==> config.mk <==
export PLATFORM = sky130hd
export DESIGN_NAME = qmax_update_ctrl_flat
export DESIGN_NICKNAME = d
export VERILOG_FILES = /design/src/rtl/qmax_pkg.sv /design/src/rtl/qmax_update_ctrl_if.sv /design/src/rtl/qmax_update_ctrl.sv /design/src/flat_wrapper.sv
export SDC_FILE = /design/constraint.sdc
export NUM_CORES = 1
export LEC_CHECK = 0
export ABC_AREA = 1
export CAP_MARGIN = 20
export CORE_ASPECT_RATIO = 0.9
export CORE_UTILIZATION = 35
export CTS_CLUSTER_DIAMETER = 50
export DETAILED_ROUTE_END_ITERATION = 8
export HOLD_SLACK_MARGIN = 0.02
export SLEW_MARGIN = 10
export SYNTH_ARGS = -nofsm -noshare
export SYNTH_HDL_FRONTEND = slang
export SYNTH_SLANG_ARGS = --single-unit
==> constraint.sdc <==
create_clock -name i_clk -period 3.4 [get_ports i_clk]
set_input_delay 0.68 -clock i_clk [delete_from_list [all_inputs] [get_ports i_clk]]
set_output_delay 0.68 -clock i_clk [all_outputs]
set_load 0.01 [all_outputs]
==> src/rtl/qmax_pkg.sv <==
// qmax_pkg: shared defaults, controller state encoding and update request payload
// for the Q-max table read-modify-write controller.
package qmax_pkg;

   localparam int unsigned QMAX_ADDR_WIDTH = 8;
   localparam int unsigned QMAX_DATA_WIDTH = 8;
   localparam int unsigned QMAX_DEPTH      = 256;

   typedef enum logic [0:0] {
      ST_CLEAR = 1'b0,
      ST_RUN   = 1'b1
   } ctrl_state_e;

   typedef struct packed {
      logic [QMAX_ADDR_WIDTH-1:0] state;
      logic [QMAX_DATA_WIDTH-1:0] q;
   } upd_req_t;

endpackage

==> src/rtl/qmax_update_ctrl_if.sv <==
// qmax_update_ctrl_if: update request, table port and completion signals of the
// Q-max controller; master is the controller side, slave the surrounding logic.
interface qmax_update_ctrl_if
   import qmax_pkg::*;
#(
   parameter int unsigned ADDR_WIDTH = QMAX_ADDR_WIDTH,
   parameter int unsigned DATA_WIDTH = QMAX_DATA_WIDTH
) ();

   logic                  i_upd_valid;
   logic                  o_upd_ready;
   logic [ADDR_WIDTH-1:0] i_upd_state;
   logic [DATA_WIDTH-1:0] i_upd_q;
   logic [ADDR_WIDTH-1:0] o_tbl_addr_r;
   logic [DATA_WIDTH-1:0] i_tbl_data;
   logic [ADDR_WIDTH-1:0] o_tbl_addr_w;
   logic [DATA_WIDTH-1:0] o_tbl_data;
   logic                  o_tbl_write_en;
   logic                  o_done_valid;
   logic [ADDR_WIDTH-1:0] o_done_state;
   logic [DATA_WIDTH-1:0] o_done_qmax;
   logic                  o_done_changed;

   modport master (
      input  i_upd_valid, i_upd_state, i_upd_q, i_tbl_data,
      output o_upd_ready, o_tbl_addr_r, o_tbl_addr_w, o_tbl_data, o_tbl_write_en,
      output o_done_valid, o_done_state, o_done_qmax, o_done_changed
   );

   modport slave (
      output i_upd_valid, i_upd_state, i_upd_q, i_tbl_data,
      input  o_upd_ready, o_tbl_addr_r, o_tbl_addr_w, o_tbl_data, o_tbl_write_en,
      input  o_done_valid, o_done_state, o_done_qmax, o_done_changed
   );

endinterface

==> src/rtl/qmax_update_ctrl.sv <==
// qmax_update_ctrl: one-update-per-cycle Q-max read-modify-write with last-write
// forwarding. Define QMAX_CLEAR_EN to add a post-reset sweep that zeroes the table.
module qmax_update_ctrl
   import qmax_pkg::*;
#(
   parameter int unsigned ADDR_WIDTH = QMAX_ADDR_WIDTH,
   parameter int unsigned DATA_WIDTH = QMAX_DATA_WIDTH,
   parameter int unsigned DEPTH      = QMAX_DEPTH
) (
   input logic                i_clk,
   input logic                i_rst,
   qmax_update_ctrl_if.master bus
);

   if (64'(DEPTH) > (64'd1 << ADDR_WIDTH)) begin : g_depth_chk
      $error("qmax_update_ctrl: DEPTH exceeds 2**ADDR_WIDTH");
   end

   logic                  run_c;
   logic                  accept_c;
   logic [DATA_WIDTH-1:0] cur_c;
   logic                  changed_c;
   logic                  upd_we_c;

   logic                  s1_valid;
   logic [ADDR_WIDTH-1:0] s1_state;
   logic [DATA_WIDTH-1:0] s1_q;
   logic                  lw_valid;
   logic [ADDR_WIDTH-1:0] lw_addr;
   logic [DATA_WIDTH-1:0] lw_val;
   logic                  done_valid;
   logic [ADDR_WIDTH-1:0] done_state;
   logic [DATA_WIDTH-1:0] done_qmax;
   logic                  done_changed;

   assign bus.o_upd_ready  = run_c && !i_rst;
   assign accept_c         = bus.i_upd_valid && bus.o_upd_ready;
   assign bus.o_tbl_addr_r = bus.i_upd_state;

   // A read issued on the edge of a write to the same entry returns stale data.
   assign cur_c     = (lw_valid && (lw_addr == s1_state)) ? lw_val : bus.i_tbl_data;
   assign changed_c = s1_q > cur_c;
   assign upd_we_c  = s1_valid && changed_c && !i_rst;

`ifdef QMAX_CLEAR_EN
   localparam logic [0:0]            S_CLEAR   = ST_CLEAR;
   localparam logic [0:0]            S_RUN     = ST_RUN;
   localparam logic [ADDR_WIDTH-1:0] LAST_ADDR = ADDR_WIDTH'(DEPTH - 1);

   logic [0:0]            state_q;
   logic [0:0]            state_d;
   logic [ADDR_WIDTH-1:0] clr_cnt_q;
   logic [ADDR_WIDTH-1:0] clr_cnt_d;
   logic                  clr_we_c;

   always_ff @(posedge i_clk) begin : fsm_reg
      if (i_rst) begin
         state_q   <= S_CLEAR;
         clr_cnt_q <= '0;
      end else begin
         state_q   <= state_d;
         clr_cnt_q <= clr_cnt_d;
      end
   end

   // Sweep writes zero to one entry per cycle, then hands over to RUN.
   always_comb begin : fsm_next
      state_d   = state_q;
      clr_cnt_d = clr_cnt_q;
      clr_we_c  = 1'b0;
      case (state_q)
         S_CLEAR: begin
            clr_we_c = !i_rst;
            if (clr_cnt_q == LAST_ADDR) begin
               state_d = S_RUN;
            end else begin
               clr_cnt_d = clr_cnt_q + 1'b1;
            end
         end
         default: ;
      endcase
   end

   assign run_c              = (state_q == S_RUN);
   assign bus.o_tbl_write_en = clr_we_c || upd_we_c;
   assign bus.o_tbl_addr_w   = clr_we_c ? clr_cnt_q : s1_state;
   assign bus.o_tbl_data     = clr_we_c ? '0 : s1_q;
`else
   logic ready_q;

   always_ff @(posedge i_clk) begin : ready_reg
      if (i_rst) begin
         ready_q <= 1'b0;
      end else begin
         ready_q <= 1'b1;
      end
   end

   assign run_c              = ready_q;
   assign bus.o_tbl_write_en = upd_we_c;
   assign bus.o_tbl_addr_w   = s1_state;
   assign bus.o_tbl_data     = s1_q;
`endif

   always_ff @(posedge i_clk) begin : s1_reg
      if (i_rst) begin
         s1_valid <= 1'b0;
         s1_state <= '0;
         s1_q     <= '0;
      end else begin
         s1_valid <= accept_c;
         if (accept_c) begin
            s1_state <= bus.i_upd_state;
            s1_q     <= bus.i_upd_q;
         end
      end
   end

   always_ff @(posedge i_clk) begin : lw_reg
      if (i_rst) begin
         lw_valid <= 1'b0;
         lw_addr  <= '0;
         lw_val   <= '0;
      end else if (upd_we_c) begin
         lw_valid <= 1'b1;
         lw_addr  <= s1_state;
         lw_val   <= s1_q;
      end
   end

   always_ff @(posedge i_clk) begin : done_reg
      if (i_rst) begin
         done_valid   <= 1'b0;
         done_state   <= '0;
         done_qmax    <= '0;
         done_changed <= 1'b0;
      end else begin
         done_valid <= s1_valid;
         if (s1_valid) begin
            done_state   <= s1_state;
            done_qmax    <= changed_c ? s1_q : cur_c;
            done_changed <= changed_c;
         end
      end
   end

   assign bus.o_done_valid   = done_valid;
   assign bus.o_done_state   = done_state;
   assign bus.o_done_qmax    = done_qmax;
   assign bus.o_done_changed = done_changed;

endmodule

==> src/flat_wrapper.sv <==
// flat-port wrapper written by rule: the top's interface ports become plain ports
module qmax_update_ctrl_flat import qmax_pkg::*;
#(
   parameter int unsigned ADDR_WIDTH = QMAX_ADDR_WIDTH,
   parameter int unsigned DATA_WIDTH = QMAX_DATA_WIDTH,
   parameter int unsigned DEPTH      = QMAX_DEPTH
)
  (i_clk, i_rst, bus_i_upd_valid, bus_i_upd_state, bus_i_upd_q, bus_i_tbl_data, bus_o_upd_ready, bus_o_tbl_addr_r, bus_o_tbl_addr_w, bus_o_tbl_data, bus_o_tbl_write_en, bus_o_done_valid, bus_o_done_state, bus_o_done_qmax, bus_o_done_changed);
  qmax_update_ctrl_if #(.ADDR_WIDTH(ADDR_WIDTH), .DATA_WIDTH(DATA_WIDTH)) bus_i ();
  input logic i_clk;
  input logic i_rst;
  input wire logic [$bits(bus_i.i_upd_valid)-1:0] bus_i_upd_valid;
  input wire logic [$bits(bus_i.i_upd_state)-1:0] bus_i_upd_state;
  input wire logic [$bits(bus_i.i_upd_q)-1:0] bus_i_upd_q;
  input wire logic [$bits(bus_i.i_tbl_data)-1:0] bus_i_tbl_data;
  output wire logic [$bits(bus_i.o_upd_ready)-1:0] bus_o_upd_ready;
  output wire logic [$bits(bus_i.o_tbl_addr_r)-1:0] bus_o_tbl_addr_r;
  output wire logic [$bits(bus_i.o_tbl_addr_w)-1:0] bus_o_tbl_addr_w;
  output wire logic [$bits(bus_i.o_tbl_data)-1:0] bus_o_tbl_data;
  output wire logic [$bits(bus_i.o_tbl_write_en)-1:0] bus_o_tbl_write_en;
  output wire logic [$bits(bus_i.o_done_valid)-1:0] bus_o_done_valid;
  output wire logic [$bits(bus_i.o_done_state)-1:0] bus_o_done_state;
  output wire logic [$bits(bus_i.o_done_qmax)-1:0] bus_o_done_qmax;
  output wire logic [$bits(bus_i.o_done_changed)-1:0] bus_o_done_changed;
  assign bus_i.i_upd_valid = bus_i_upd_valid;
  assign bus_i.i_upd_state = bus_i_upd_state;
  assign bus_i.i_upd_q = bus_i_upd_q;
  assign bus_i.i_tbl_data = bus_i_tbl_data;
  assign bus_o_upd_ready = bus_i.o_upd_ready;
  assign bus_o_tbl_addr_r = bus_i.o_tbl_addr_r;
  assign bus_o_tbl_addr_w = bus_i.o_tbl_addr_w;
  assign bus_o_tbl_data = bus_i.o_tbl_data;
  assign bus_o_tbl_write_en = bus_i.o_tbl_write_en;
  assign bus_o_done_valid = bus_i.o_done_valid;
  assign bus_o_done_state = bus_i.o_done_state;
  assign bus_o_done_qmax = bus_i.o_done_qmax;
  assign bus_o_done_changed = bus_i.o_done_changed;
  qmax_update_ctrl #(.ADDR_WIDTH(ADDR_WIDTH), .DATA_WIDTH(DATA_WIDTH), .DEPTH(DEPTH)) u_core (.i_clk(i_clk), .i_rst(i_rst), .bus(bus_i));
endmodule
==> metrics.csv, run 1 <==
stage,metric,value,unit
clocking,cts_buffers,5,
final_layout,n_fill_cell,722,
clocking,htreeDepth,2,
worst_setup_path,critPathMaxFanout,8,
final_layout,stdcell_area,3580,um2
timing,finalHoldViolations,0,
final_layout,seq_area,1070,um2
final_layout,drive_above_1_share,0.200,
detailed_routing,drt_pre_antenna_iters,4,
final_layout,antennaDiodeCount,0,
clocking,clk_pin_slew_worst_paths,0.10,ns
logic_synthesis,avgSynthCellArea,7.69,um2
timing,max_freq,315,MHz
grt,grt_max_degree,34,
grt,grt_usage,0.172,
worst_setup_path,r2r-start,u_core.lw_addr[7]$_SDFFE_PP0P_,
logic_synthesis,ys_ff_latch,53,
clocking,cts_tree,done,
worst_setup_path,cp-start-kind,flop,
detailed_routing,ant_nets,0,
timing,setup_violations,0,
worst_setup_path,r2r-end,u_core.bus.o_done_qmax[5]$_SDFFE_PP0P_,
worst_setup_path,endpoint,bus_o_tbl_write_en,
worst_setup_path,required,2.72,ns
worst_setup_path,path_class,reg2out,
min_path,hold_start,u_core.bus.o_done_changed$_SDFFE_PP0P_,
power_and_ir_drop,ir_drop,0.000167,V
logic_synthesis,synth_area,2600,um2
timing,finalCritPeriodShare,0.934,
logic_synthesis,synth-seq-area-share,0.408,
die,initial_core_util,0.365,
detailed_routing,drt-total-wl,6.34,mm
die,ioPinCount,71,
die,die_h,83.7,um
final_layout,syn2layout_area_growth,37.8,%
logic_synthesis,synth_cells,338,
logic_synthesis,synth_edf_count,0,
final_layout,nets,450,
clocking,insertion_delay,0.31,ns
power_and_ir_drop,p_leak,1.57,nW
timing,tightest_slew,0.481,ns
timing,post-route-min-period,3.18,ns
run,cap_violations,0,
run_status,status,"finished, final reports clean",
worst_setup_path,arrival,2.50,ns
grt,first_global_vias,2292,
timing,whs,0.459,ns
detailed_routing,wire_per_inst,12.5,um
detailed_routing,drc,0,
grt,grt_pass1_wl,10.6,mm
die,row_count,29,
worst_setup_path,rrSetupSlack,0.78,ns
power_and_ir_drop,power.density,365,nW/um2
detailed_routing,initialDrtViolationCount,81,
die,core,7110,um2
clocking,clockRootBuffer,clkbuf_8,
detailed_routing,num_vias,2332,
final_layout,layout_commonest_cell,nand2_1,
worst_setup_path,worst-r2r-cell-count,16,
logic_synthesis,synth.distinct_cells,32,
clocking,clock-sinks,53,
final_layout,multi_input_area,1270,um2
timing,maxSlewHeadroom,0.678,
logic_synthesis,dominantRegCellSynth,dfxtp_1,
grt,overflow,0,
clocking,cts_buffer_depth,2,
worst_setup_path,endpoint_kind,primary output,
logic_synthesis,syn_nets,373,
detailed_routing,vias_per_cell,4.58,
timing,fin_skew,0.0126,ns
die,die_area,7770,um2
place,io_buffers,70,
logic_synthesis,async_flop_share,0,
place,hpwl,4.51,mm
timing,rsz0062_at_grt,no,
timing,slew_viol_final,0,
die,die_x,92.8,um
place,gpl.final_weighted_congestion,0.784,
place,place_area,3400,um2
final_layout,layout_common_cells,"nand2_1 (109), clkdlybuf4s50_1 (69), dfxtp_1 (42), inv_1 (40), nand3_1 (24)",
worst_setup_path,cp-startpoint,u_core.lw_addr[7]$_SDFFE_PP0P_,
min_path,hold_path.class,reg2reg,
logic_synthesis,yosys_warnings,0,
grt,antenna_found_initial,0,
[synthesized netlist by cell type, types with 2 or more instances]
cell | instances | area (um2)
o31ai_1 | 3 | 22.5
ha_1 | 8 | 100
buf_6 | 3 | 33.8
nand4_1 | 5 | 31.3
o21ai_0 | 16 | 80.1
inv_2 | 6 | 22.5
o31ai_2 | 6 | 75.1
clkbuf_1 | 3 | 11.3
inv_1 | 41 | 154
nor2_4 | 4 | 45.0
nor2_1 | 7 | 26.3
a21oi_1 | 5 | 25.0
o21ai_2 | 10 | 87.6
o21bai_1 | 2 | 15.0
dfxtp_1 | 53 | 1060
nand2_2 | 5 | 31.3
nand3_4 | 2 | 35.0
buf_2 | 4 | 20.0
nand3_1 | 24 | 120
nand2_1 | 111 | 417
buf_4 | 8 | 60.1
o21ai_1 | 2 | 10.0
[cell families (layout without fill, tap and decap cells)]
kind of cell               count (synthesis)  count (layout)  synth area share
and+or+nand+nor                          165             165             0.303
adders and majority gates                  8               8            0.0385
DFF                                       53              53             0.408
buffers and inverters                     65             143             0.116
AOI/OAI and AO/OA                         46              46             0.130
xor gates and xnor gates                   1               1           0.00337
[stage by stage]
| step | worst slack [ns] | setup TNS [ns] | utilization | cells | power, mW |
|---|---|---|---|---|---|
| detailed placement | -0.0319 | -0.0319 | 0.477 | 497 | 0.881 |
| global route | 0.0712 | 0 | 0.504 | 509 | 1.38 |
| finish | 0.224 | 0 | 0.504 | 509 | 1.31 |
| global placement | -0.0402 | -0.0402 | 0.477 | 497 | 0.880 |
| floorplan | 0.554 | 0 | - | 338 | 0.780 |
| CTS | 0.00662 | 0 | 0.498 | 507 | 1.32 |
[cell type report]
cell class	instances	area share
Multi-Input combinational cell	220	0.355
Tap cell	93	0.0325
Timing Repair Buffer	88	0.232
Clock buffer	6	0.0203
Clock inverter	2	0.0108
Inverter	47	0.0492
Sequential cell	53	0.300
[how the worst min path moves through the flow]
stage / end / slack (ns) / cells past startpoint
final: u_core.bus.o_done_changed$_SDFFE_PP0P_ / 0.46 / 2
after detailed placement: u_core.bus.o_done_changed$_SDFFE_PP0P_ / 0.45 / 2
after global routing: u_core.bus.o_done_changed$_SDFFE_PP0P_ / 0.49 / 2
after floorplan: u_core.lw_val[5]$_SDFFE_PP0P_ / 0.44 / 2
after CTS: u_core.bus.o_done_changed$_SDFFE_PP0P_ / 0.46 / 2
after global placement: u_core.bus.o_done_changed$_SDFFE_PP0P_ / 0.44 / 2
[routing by layer]
metal	vias up	GRT usage	routed length [um]
met2	59	0.250	2710
met4	0	0.0573	89
li1	1215	-	-
met1	1051	0.252	3210
met5	-	0	0
met3	7	0.0319	329
[state kept, by name, summed over array words and instances (netlist names)]
register / count
u_core.bus.o_done_qmax: 8
u_core.bus.o_done_state: 8
u_core.bus.o_tbl_addr_w: 8
u_core.bus.o_tbl_data: 8
u_core.lw_addr: 8
u_core.lw_val: 8
u_core.bus.o_done_changed: 1
u_core.bus.o_done_valid: 1
u_core.lw_valid: 1
u_core.ready_q: 1
u_core.s1_valid: 1
[power breakdown]
group | switching [mW] | internal [mW]
clock | 0.211 | 0.221
sequential | 0.0160 | 0.639
combinational | 0.110 | 0.111
[repair_timing]
| action | in CTS | in global routing |
|---|---|---|
| endpoints found under the setup margin | 1 | 1 |
| hold buffers | 0 | 0 |
| gates resized for setup | 10 | 13 |
| pin swaps | 1 | 4 |
| setup buffers | 2 | 2 |
| cloned | 0 | 0 |
| hold endpoints to repair | 0 | 0 |
[worst max-delay path, cell delays in order, from the launching register on]
cell,delay (ns)
dfxtp_1,0.40
xnor2_1,0.15
nand3_2,0.14
buf_4,0.18
nor2_8,0.16
nand2_1,0.09
o21ai_2,0.08
inv_2,0.07
ha_4,0.27
nand2_2,0.08
nor2_4,0.11
buf_4,0.12
nand4_4,0.08
nand3_4,0.09
inv_1,0.06
clkbuf_2,0.12
No activity file was read; power rests on OpenSTA's default activity.
==> run 2, diff against run 1 <==
==> constraint.sdc (replaced) <==
create_clock -name i_clk -period 2.84 [get_ports i_clk]
set_input_delay 0.568 -clock i_clk [delete_from_list [all_inputs] [get_ports i_clk]]
set_output_delay 0.568 -clock i_clk [all_outputs]
set_load 0.01 [all_outputs]
==> metrics.csv, run 2 (synthesized netlist as in run 1, its figures left out) <==
stage,metric,value,unit,change
worst_setup_path,required,2.27,ns,-0.45 ns
final_layout,syn2layout_area_growth,50.3,%,
die,ioPinCount,71,,unchanged
final_layout,drive_above_1_share,0.312,,+0.113
grt,overflow,0,,unchanged
timing,final.setup.tns,-0.186,ns,-0.186 ns
worst_setup_path,cp-start-kind,flop,,
timing,max_freq,330,MHz,
detailed_routing,vias_per_cell,4.56,,-0.41%
timing,rsz0062_at_grt,yes,,
clocking,clockRootBuffer,clkbuf_8,,
min_path,whs_path_depth,2,,unchanged
final_layout,layout_commonest_cell,nand2_1,,
clocking,clock-sinks,53,,unchanged
timing,finalCritPeriodShare,1.07,,
worst_setup_path,rrSetupSlack,0.23,ns,-0.55 ns
worst_setup_path,r2r-start,u_core.lw_addr[2]$_SDFFE_PP0P_,,
final_layout,layout_common_cells,"nand2_1 (91), clkdlybuf4s50_1 (69), buf_4 (42), dfxtp_1 (41), inv_1 (35)",,
clocking,cts_hold_buf,0,,unchanged
timing,post-route-min-period,3.03,ns,
final_layout,nets,476,,+5.8%
detailed_routing,ant_nets,0,,unchanged
grt,grt_usage,0.185,,+0.0136
clocking,cts_buffer_depth,2,,unchanged
detailed_routing,drc,0,,unchanged
run,cap_violations,0,,unchanged
place,gpl.final_weighted_congestion,0.795,,+1.4%
grt,grt_max_degree,34,,unchanged
power_and_ir_drop,power.density,388,nW/um2,+6.1%
timing,timing.final.ws_setup,-0.186,ns,-0.411 ns
clocking,clk_pin_slew_worst_paths,0.10,ns,about the same
min_path,hold_start,u_core.bus.o_done_changed$_SDFFE_PP0P_,,
timing,setup_violations,1,,+1
timing,tightest_slew,0.512,ns,+0.0305 ns
clocking,htreeDepth,2,,unchanged
worst_setup_path,critPathMaxFanout,8,,unchanged
timing,fin_skew,0.0127,ns,+0.000124 ns
worst_setup_path,path_class,reg2out,,
timing,finalHoldViolations,0,,unchanged
die,row_count,29,,unchanged
die,die_area,7770,um2,unchanged
place,hpwl,4.59,mm,+1.8%
clocking,cts_tree,done,,
detailed_routing,drt_pre_antenna_iters,4,,unchanged
die,die_h,83.7,um,unchanged
final_layout,antennaDiodeCount,0,,unchanged
run_status,status,"complete, but fails checks",,
detailed_routing,drt-total-wl,6.65,mm,+4.9%
grt,antenna_found_initial,0,,unchanged
clocking,cts_buffers,5,,unchanged
worst_setup_path,worst-r2r-cell-count,18,,+2
worst_setup_path,r2r-end,u_core.bus.o_done_qmax[7]$_SDFFE_PP0P_,,
min_path,hold_path.class,reg2reg,,
detailed_routing,initialDrtViolationCount,94,,+16%
place,io_buffers,70,,unchanged
timing,maxSlewHeadroom,0.658,,-0.0204
die,die_x,92.8,um,unchanged
worst_setup_path,arrival,2.46,ns,-0.04 ns
place,place_inst,519,,+4.4%
worst_setup_path,endpoint_kind,primary output,,
min_path,min_to,u_core.bus.o_done_changed$_SDFFE_PP0P_,,
timing,slew_viol_final,0,,unchanged
clocking,insertion_delay,0.31,ns,about the same
run_status,violations,negative setup slack,,
power_and_ir_drop,ir_drop,0.000224,V,+35%
detailed_routing,num_vias,2441,,+4.7%
grt,first_global_vias,2389,,+4.2%
final_layout,stdcell_count,535,,+5.1%
power_and_ir_drop,p_leak,1.72,nW,+9.1%
die,initial_core_util,0.365,,unchanged
detailed_routing,wire_per_inst,12.4,um,-0.24%
grt,grt_pass1_wl,11.4,mm,+7.4%
die,core,7110,um2,unchanged
-- run 2: cell count changes in the layout (fill, tap and decap cells not counted), sizes merged --
| cell | previous run | this run |
|---|---|---|
| clkinvlp | 0 | 1 |
| bufinv | 1 | 0 |
| buf | 18 | 45 |
| clkinv | 1 | 0 |
-- run 2: final cells by class --
cell class              instances  area (um2)
clock inverters                 1        7.51
well taps                      93         116
fillers                       689        3210
repair buffers                114        1040
clock buffers                   7        76.3
multi-input cells             220        1410
flip-flops and latches         53        1080
inverters                      47         179
-- run 2: worst max-delay path, cell delays in order, from the launching register on --
cell and delay (ns):
dfxtp_2 0.36, inv_1 0.06, nand2_2 0.09, nand2_4 0.06
nor2_4 0.13, nand3_4 0.12, nor2_8 0.19, nand2_4 0.08
o21ai_4 0.07, inv_2 0.06, ha_4 0.29, nand2_4 0.06
nor2_4 0.11, buf_6 0.11, nand4_4 0.11, nand3_4 0.11
inv_4 0.04, buf_6 0.11
-- run 2: how the worst max path moves through the flow --
| stage | from | to | slack (ns) |
|---|---|---|---|
| final | u_core.lw_addr[2]$_SDFFE_PP0P_ | bus_o_tbl_write_en | -0.19 |
| after global routing | u_core.bus.o_tbl_addr_w[5]$_SDFFE_PP0P_ | bus_o_tbl_write_en | -0.34 |
| after CTS | u_core.lw_addr[4]$_SDFFE_PP0P_ | bus_o_tbl_write_en | -0.17 |
| after detailed placement | bus_i_tbl_data[7] | bus_o_tbl_write_en | -0.38 |
| after global placement | bus_i_tbl_data[7] | bus_o_tbl_write_en | -0.38 |
| after floorplan | u_core.bus.o_tbl_addr_w[5]$_SDFFE_PP0P_ | bus_o_tbl_write_en | 0.11 |
-- run 2: metrics by stage --
step | util | hold slack [ns] | area (um2) | setup slack, ns | total power [mW]
after global routing | 0.549 | 0.494 | 3910 | -0.336 | 1.60
after floorplan | - | 0.443 | 2600 | 0.106 | 0.933
after CTS | 0.533 | 0.462 | 3790 | -0.173 | 1.52
after global placement | 0.501 | 0.441 | 3560 | -0.377 | 1.08
after detailed placement | 0.501 | 0.445 | 3560 | -0.378 | 1.08
final | 0.549 | 0.456 | 3910 | -0.186 | 1.51
-- run 2: what timing repair did --
action | 4_1_cts | 5_1_grt
hold endpoints to repair | 0 | 0
resized for setup | 40 | 26
pin swaps | 12 | 19
endpoints found under the setup margin | 1 | 24
setup buffers | 6 | 2
-- run 2: metal layers --
layer / share of wire / routed length [um] / up-vias / GRT usage
met1: 0.49 / 3280 / 1096 / 0.268
li1: - / - / 1275 / -
met2: 0.45 / 2980 / 63 / 0.276
met3: 0.043 / 286 / 7 / 0.0310
met5: 0 / 0 / - / 0
met4: 0.014 / 96 / 0 / 0.0657
-- run 2: report_power, final --
group	leakage [nW]	internal, mW	total [mW]	switching, mW
logic	1.24	0.163	0.308	0.145
clock network	0.0385	0.175	0.422	0.247
registers	0.436	0.763	0.784	0.0204
total	1.72	1.10	1.51	0.413
